**src/rtl/aib_sat_cnt.sv**
```systemverilog
// Saturating up-counter with synchronous clear.
// Clear has priority over increment; the count never wraps.
module aib_sat_cnt #(
    parameter int W = 4
) (
    input  logic         clk,
    input  logic         rst_n,
    input  logic         i_inc,
    input  logic         i_clr,
    output logic [W-1:0] o_cnt
);

    logic [W-1:0] r_cnt;

    // count up until all ones, clear wins over increment
    always_ff @(posedge clk or negedge rst_n) begin
        if (!rst_n) begin
            r_cnt <= '0;
        end else if (i_clr) begin
            r_cnt <= '0;
        end else if (i_inc && (r_cnt != {W{1'b1}})) begin
            r_cnt <= r_cnt + W'(1);
        end
    end

    assign o_cnt = r_cnt;

endmodule

```
**config.mk**
```make
export PLATFORM = sky130hd
export DESIGN_NAME = aib_sat_cnt
export DESIGN_NICKNAME = d
export VERILOG_FILES = /design/src/rtl/aib_sat_cnt.sv
export SDC_FILE = /design/constraint.sdc
export NUM_CORES = 1
export LEC_CHECK = 0
export ABC_AREA = 1
export CAP_MARGIN = 20
export CORE_AREA = 3 3 40 42
export CTS_CLUSTER_SIZE = 8
export DETAILED_ROUTE_END_ITERATION = 10
export DIE_AREA = 0 0 43 45
export PLACE_DENSITY_LB_ADDON = 0.2
export SYNTH_ARGS = -nofsm -noshare
export SYNTH_HDL_FRONTEND = slang
export SYNTH_SLANG_ARGS = --single-unit
```
**constraint.sdc**
```tcl
create_clock -name clk -period 1.25 [get_ports clk]
set_clock_uncertainty 0.2 [all_clocks]
set_input_delay 0.1875 -clock clk [delete_from_list [all_inputs] [get_ports clk]]
set_output_delay 0.1875 -clock clk [all_outputs]
set_load 0.005 [all_outputs]
```
-- Yosys cells after proc, flatten, opt, wreduce, memory -nomap -nowiden
Cells that the tools add are included.
- flip-flop bits (word level): 4
- latch bits: 0
- memory bits (writable): 0
- memory bits (read-only): 0
- input bits: 4
- output and inout bits: 4
- memories kept: 0
- $add $sub $neg: 1
- multipliers: 0
- divide/modulo/power cells: 0
- order comparisons: 0
- eq/ne operators: 1
- shift-type cells: 0
- mux-type cells: 2
- bitwise gates (word level): 0
- reduce and logical (&&, ||, !) cells: 2
- operators with widths (kind ; number):
    4-bit 2-to-1 mux ; 2
    4-bit by 1-bit adder with 4-bit output, second input constant ; 1
    4-bit != test, second input constant ; 1
    2-bit nonzero test ; 1
    1-bit logical AND ; 1

-- Longest topological paths before layout
- word-level depth: 4
- mapped depth: 7

-- Least setup slack after synthesis
Ideal clock, no wire load.
- kind: register to register
- start: register r_cnt[0], in the netlist o_cnt[0]
- end: register r_cnt[3], in the netlist o_cnt[3]
- setup time: 0.118 ns
- data arrival time: 0.969 ns
- data required time: 0.932 ns
- slack: -0.037 ns
- cell stages (with the launch flop): 8
- cells stage by stage: dfrtp_1 -> ha_1 -> nand3_1 -> nand2_2 -> nand2_2 -> inv_2 -> nand2_1 -> nand2_1
- longest elaborated chain between the ends: 3
- elaborated cells between the ends (all ways): 6
- RTL lines (element ; RTL line ; source):
    from (decl) ; 13 ; logic [W-1:0] r_cnt;
    from (signal assigned) ; 22 ; r_cnt <= r_cnt + W'(1);
    4-bit by 1-bit adder with 4-bit output / 4-bit != test (equally long branches) ; 22, 21 ;
    4-bit 2-to-1 mux / 1-bit logical AND (equally long branches) ; 21 ; end else if (i_inc && (r_cnt != {W{1'b1}})) begin
    4-bit 2-to-1 mux / 2-bit nonzero test (equally long branches) ; - ;
Several ways; a longest one is shown, not always the timed one. The select of a mux whose other input is x is not followed.
A chain may end at the register's enable or synchronous reset.

-- Worst setup path in the final report
- start: register r_cnt[1], in the netlist o_cnt[1]
- end: register r_cnt[2], in the netlist o_cnt[2]
Same word-level chain as after synthesis.

==> summary.txt <==
DR DRC count = 0
CP max-delay cell = dfrtp_1
Global-route wire length before repair = 841 µm
Vias/cell = 3.77
Inserted Clock Buffers = 3
Largest net degree at the start of global routing = 6
H-tree depth = 1
Measured slew at the worst slew-check pin = 0.164 ns
Syn Inst Count = 29
DRT antenna net count = 0
Period minus WS final = 1.32 ns
Initial core utilization = 17.3%
Register bit count reported by yosys = 4
Port Buf Inserts = 7
Status = finished with violations
Vias in the first global route = 231
GPL Wtd Cong = 0.720
DPL Wire Length = 383 µm
# fillers = 136
Sum Neg Setup Slack = -0.298 ns
CTS tree = yes
Final Non-Filler Cells = 62
Critical path startpoint category = flop
LEAKAGE = 0.000227 µW
Fmax = 757 MHz
Yosys warns = 0
GRT Residual Overflow = 0
Crit. End Element = flop
Syn Nets = 34
Synthesized area = 223 µm²
I/O pins = 8
Max VDD drop = 0.298 mV
Mean post-synth cell area = 7.68 µm²
Antenna diodes = 0
Arr. time, crit path = 1.24 ns
Failing checks = negative setup slack
Clock Tree Root = clkbuf_4
Cells after DPL = 54
Sw Share = 22.8%
Reg power frac = 36.8%
Maximum fanout along the worst path = 4
Combinational power share = 24.2%
CP Class = reg2reg
Drt first pass iters = 4
Clock power share = 39.0%
RSZ-0062 raised after global routing = yes
Tcrit/Tclk final = 106%
Final Hold Slack = 0.409 ns
CP Buf/Inv Count = 2
Number of max-cap violations = 0
Drt total wl = 533 µm
PwrDens = 929 nW/µm²
Layout Nets = 54
Die area = 1940 µm²
DR WL/cell = 8.60 µm
Worst skew pair latency = 0.23 ns
Die Span Y = 45 µm
Clk slew on worst S/H paths = 0.04 ns
CP max stage delay = 0.39 ns
Setup WS post-layout = -0.0717 ns
Max reg flops = 4
Clock buffer depth = 2
P&R area growth vs syn = 88.8%
Initial antenna violation count = 0
Total GRT Usage = 6.19%
Internal = 301 µW
Family with the most delay on the worst path = flip-flops
Core Rows = 13
Hold Violations, Final = 0
Worst Path Required = 1.17 ns
Min-delay worst type = reg2reg
Slew headroom = 89.0%
Share of cells above drive strength 1 = 31.9%
Seq/Total Area, Yosys = 44.9%
Psw = 89.1 µW
Critical path cell sequence = buf_6 -> ha_4 -> nand3_2 -> nand2_2 -> nand2_2 -> inv_2 -> nand2_1 -> nand2_1
DR vias = 234
Slew Limit Fails = 0
# setup viols final = 5
Die X = 43 µm
Core area = 1280 µm²
Distinct cells, synth = 10
Initial DRC Count = 4
Sink Count = 4
power by group through the flow:
stage          combinational (µW)  sequential (µW)  clock, µW
2_1_floorplan                21.3              149          0
4_1_cts                      92.4              144        162
3_5_place_dp                 60.4              149          0
5_1_grt                       104              144        165
3_3_place_gp                 60.6              148          0
6_report                     94.6              144        152
final timing paths:
check                              start       end  slack (ns)  cells after the start
worst min-delay path            o_cnt[3]  o_cnt[3]        0.41                      3
worst max register to register  o_cnt[1]  o_cnt[2]       -0.07                      8
worst min register to register  o_cnt[3]  o_cnt[3]        0.41                      3
worst max-delay path            o_cnt[1]  o_cnt[2]       -0.07                      8
max in group asynchronous          rst_n  o_cnt[3]        0.21                      2
min in group asynchronous          rst_n  o_cnt[2]        0.49                      2
layer usage:
metal  GRT usage, %  vias to the layer above  share of wire, %
met4           7.23                        0                 0
met5              0                        -                 0
met3           1.59                        0               7.3
met1           7.32                      100                46
met2           8.38                        6                47
li1               -                      128                 -
logic make-up (layout without fill, tap and decap cells):
group	Yosys count	after routing	share of synthesized area [%]
adder cells (fa/ha/maj)	1	1	5.62
flip-flops	4	4	44.9
buffers and inverters	4	22	6.74
AND/OR/NAND/NOR	19	19	38.8
XOR/XNOR	1	1	3.93
through the flow:
stage	utilization (%)	instance area, µm²	worst slack (ns)	power (µW)
6_report	32.7	420	-0.0717	390
5_1_grt	32.7	420	-0.143	413
4_1_cts	32.7	420	-0.0648	398
3_5_place_dp	26.2	337	-0.0603	209
3_3_place_gp	26.2	337	-0.0600	209
2_1_floorplan	-	225	0.00537	171
final cells by class:
| cell class | instances | area (µm²) | area share (%) |
|---|---|---|---|
| Clock buffer | 3 | 22.5 | 5.36 |
| Timing Repair Buffer | 15 | 139 | 33.0 |
| Multi-Input combinational cell | 21 | 125 | 29.8 |
| Sequential cell | 4 | 100 | 23.8 |
| Inverter | 4 | 15.0 | 3.57 |
| Tap cell | 15 | 18.8 | 4.46 |
repair_timing:
item / in CTS / in global routing
buffers inserted: 4 / 0
pin swaps: 1 / 4
setup endpoints to repair: 8 / 5
hold endpoints to repair: 4 / 0
hold buffers: 1 / 0
resized for setup: 11 / 0
placed cells by master, fill, tap and decap left out, types with 2 or more instances in the layout:
master / instances
nand2_1: 10
dfrtp_1: 4
clkdlybuf4s15_1: 3
buf_4: 5
nand2_2: 2
clkbuf_4: 3
clkdlybuf4s50_1: 3
nand3_1: 3
nand4_1: 2
inv_1: 3
buf_6: 2
cells in the mapped netlist:
cell type / n / area share [%]
ha_1: 1 / 5.6
dfrtp_1: 4 / 45
nand3_1: 4 / 9.0
nor2_1: 1 / 1.7
xor2_1: 1 / 3.9
nand2_2: 2 / 5.6
inv_2: 1 / 1.7
nand4_1: 2 / 5.6
inv_1: 3 / 5.1
nand2_1: 10 / 17
worst reg2reg max path, cell delays in order, from the launching register on:
cell     delay (ns)
dfrtp_1        0.39
buf_6          0.13
ha_4           0.15
nand3_2        0.06
nand2_2        0.06
nand2_2        0.07
inv_2          0.05
nand2_1        0.05
nand2_1        0.05
Note: power is estimated with default switching activity, not from simulation.
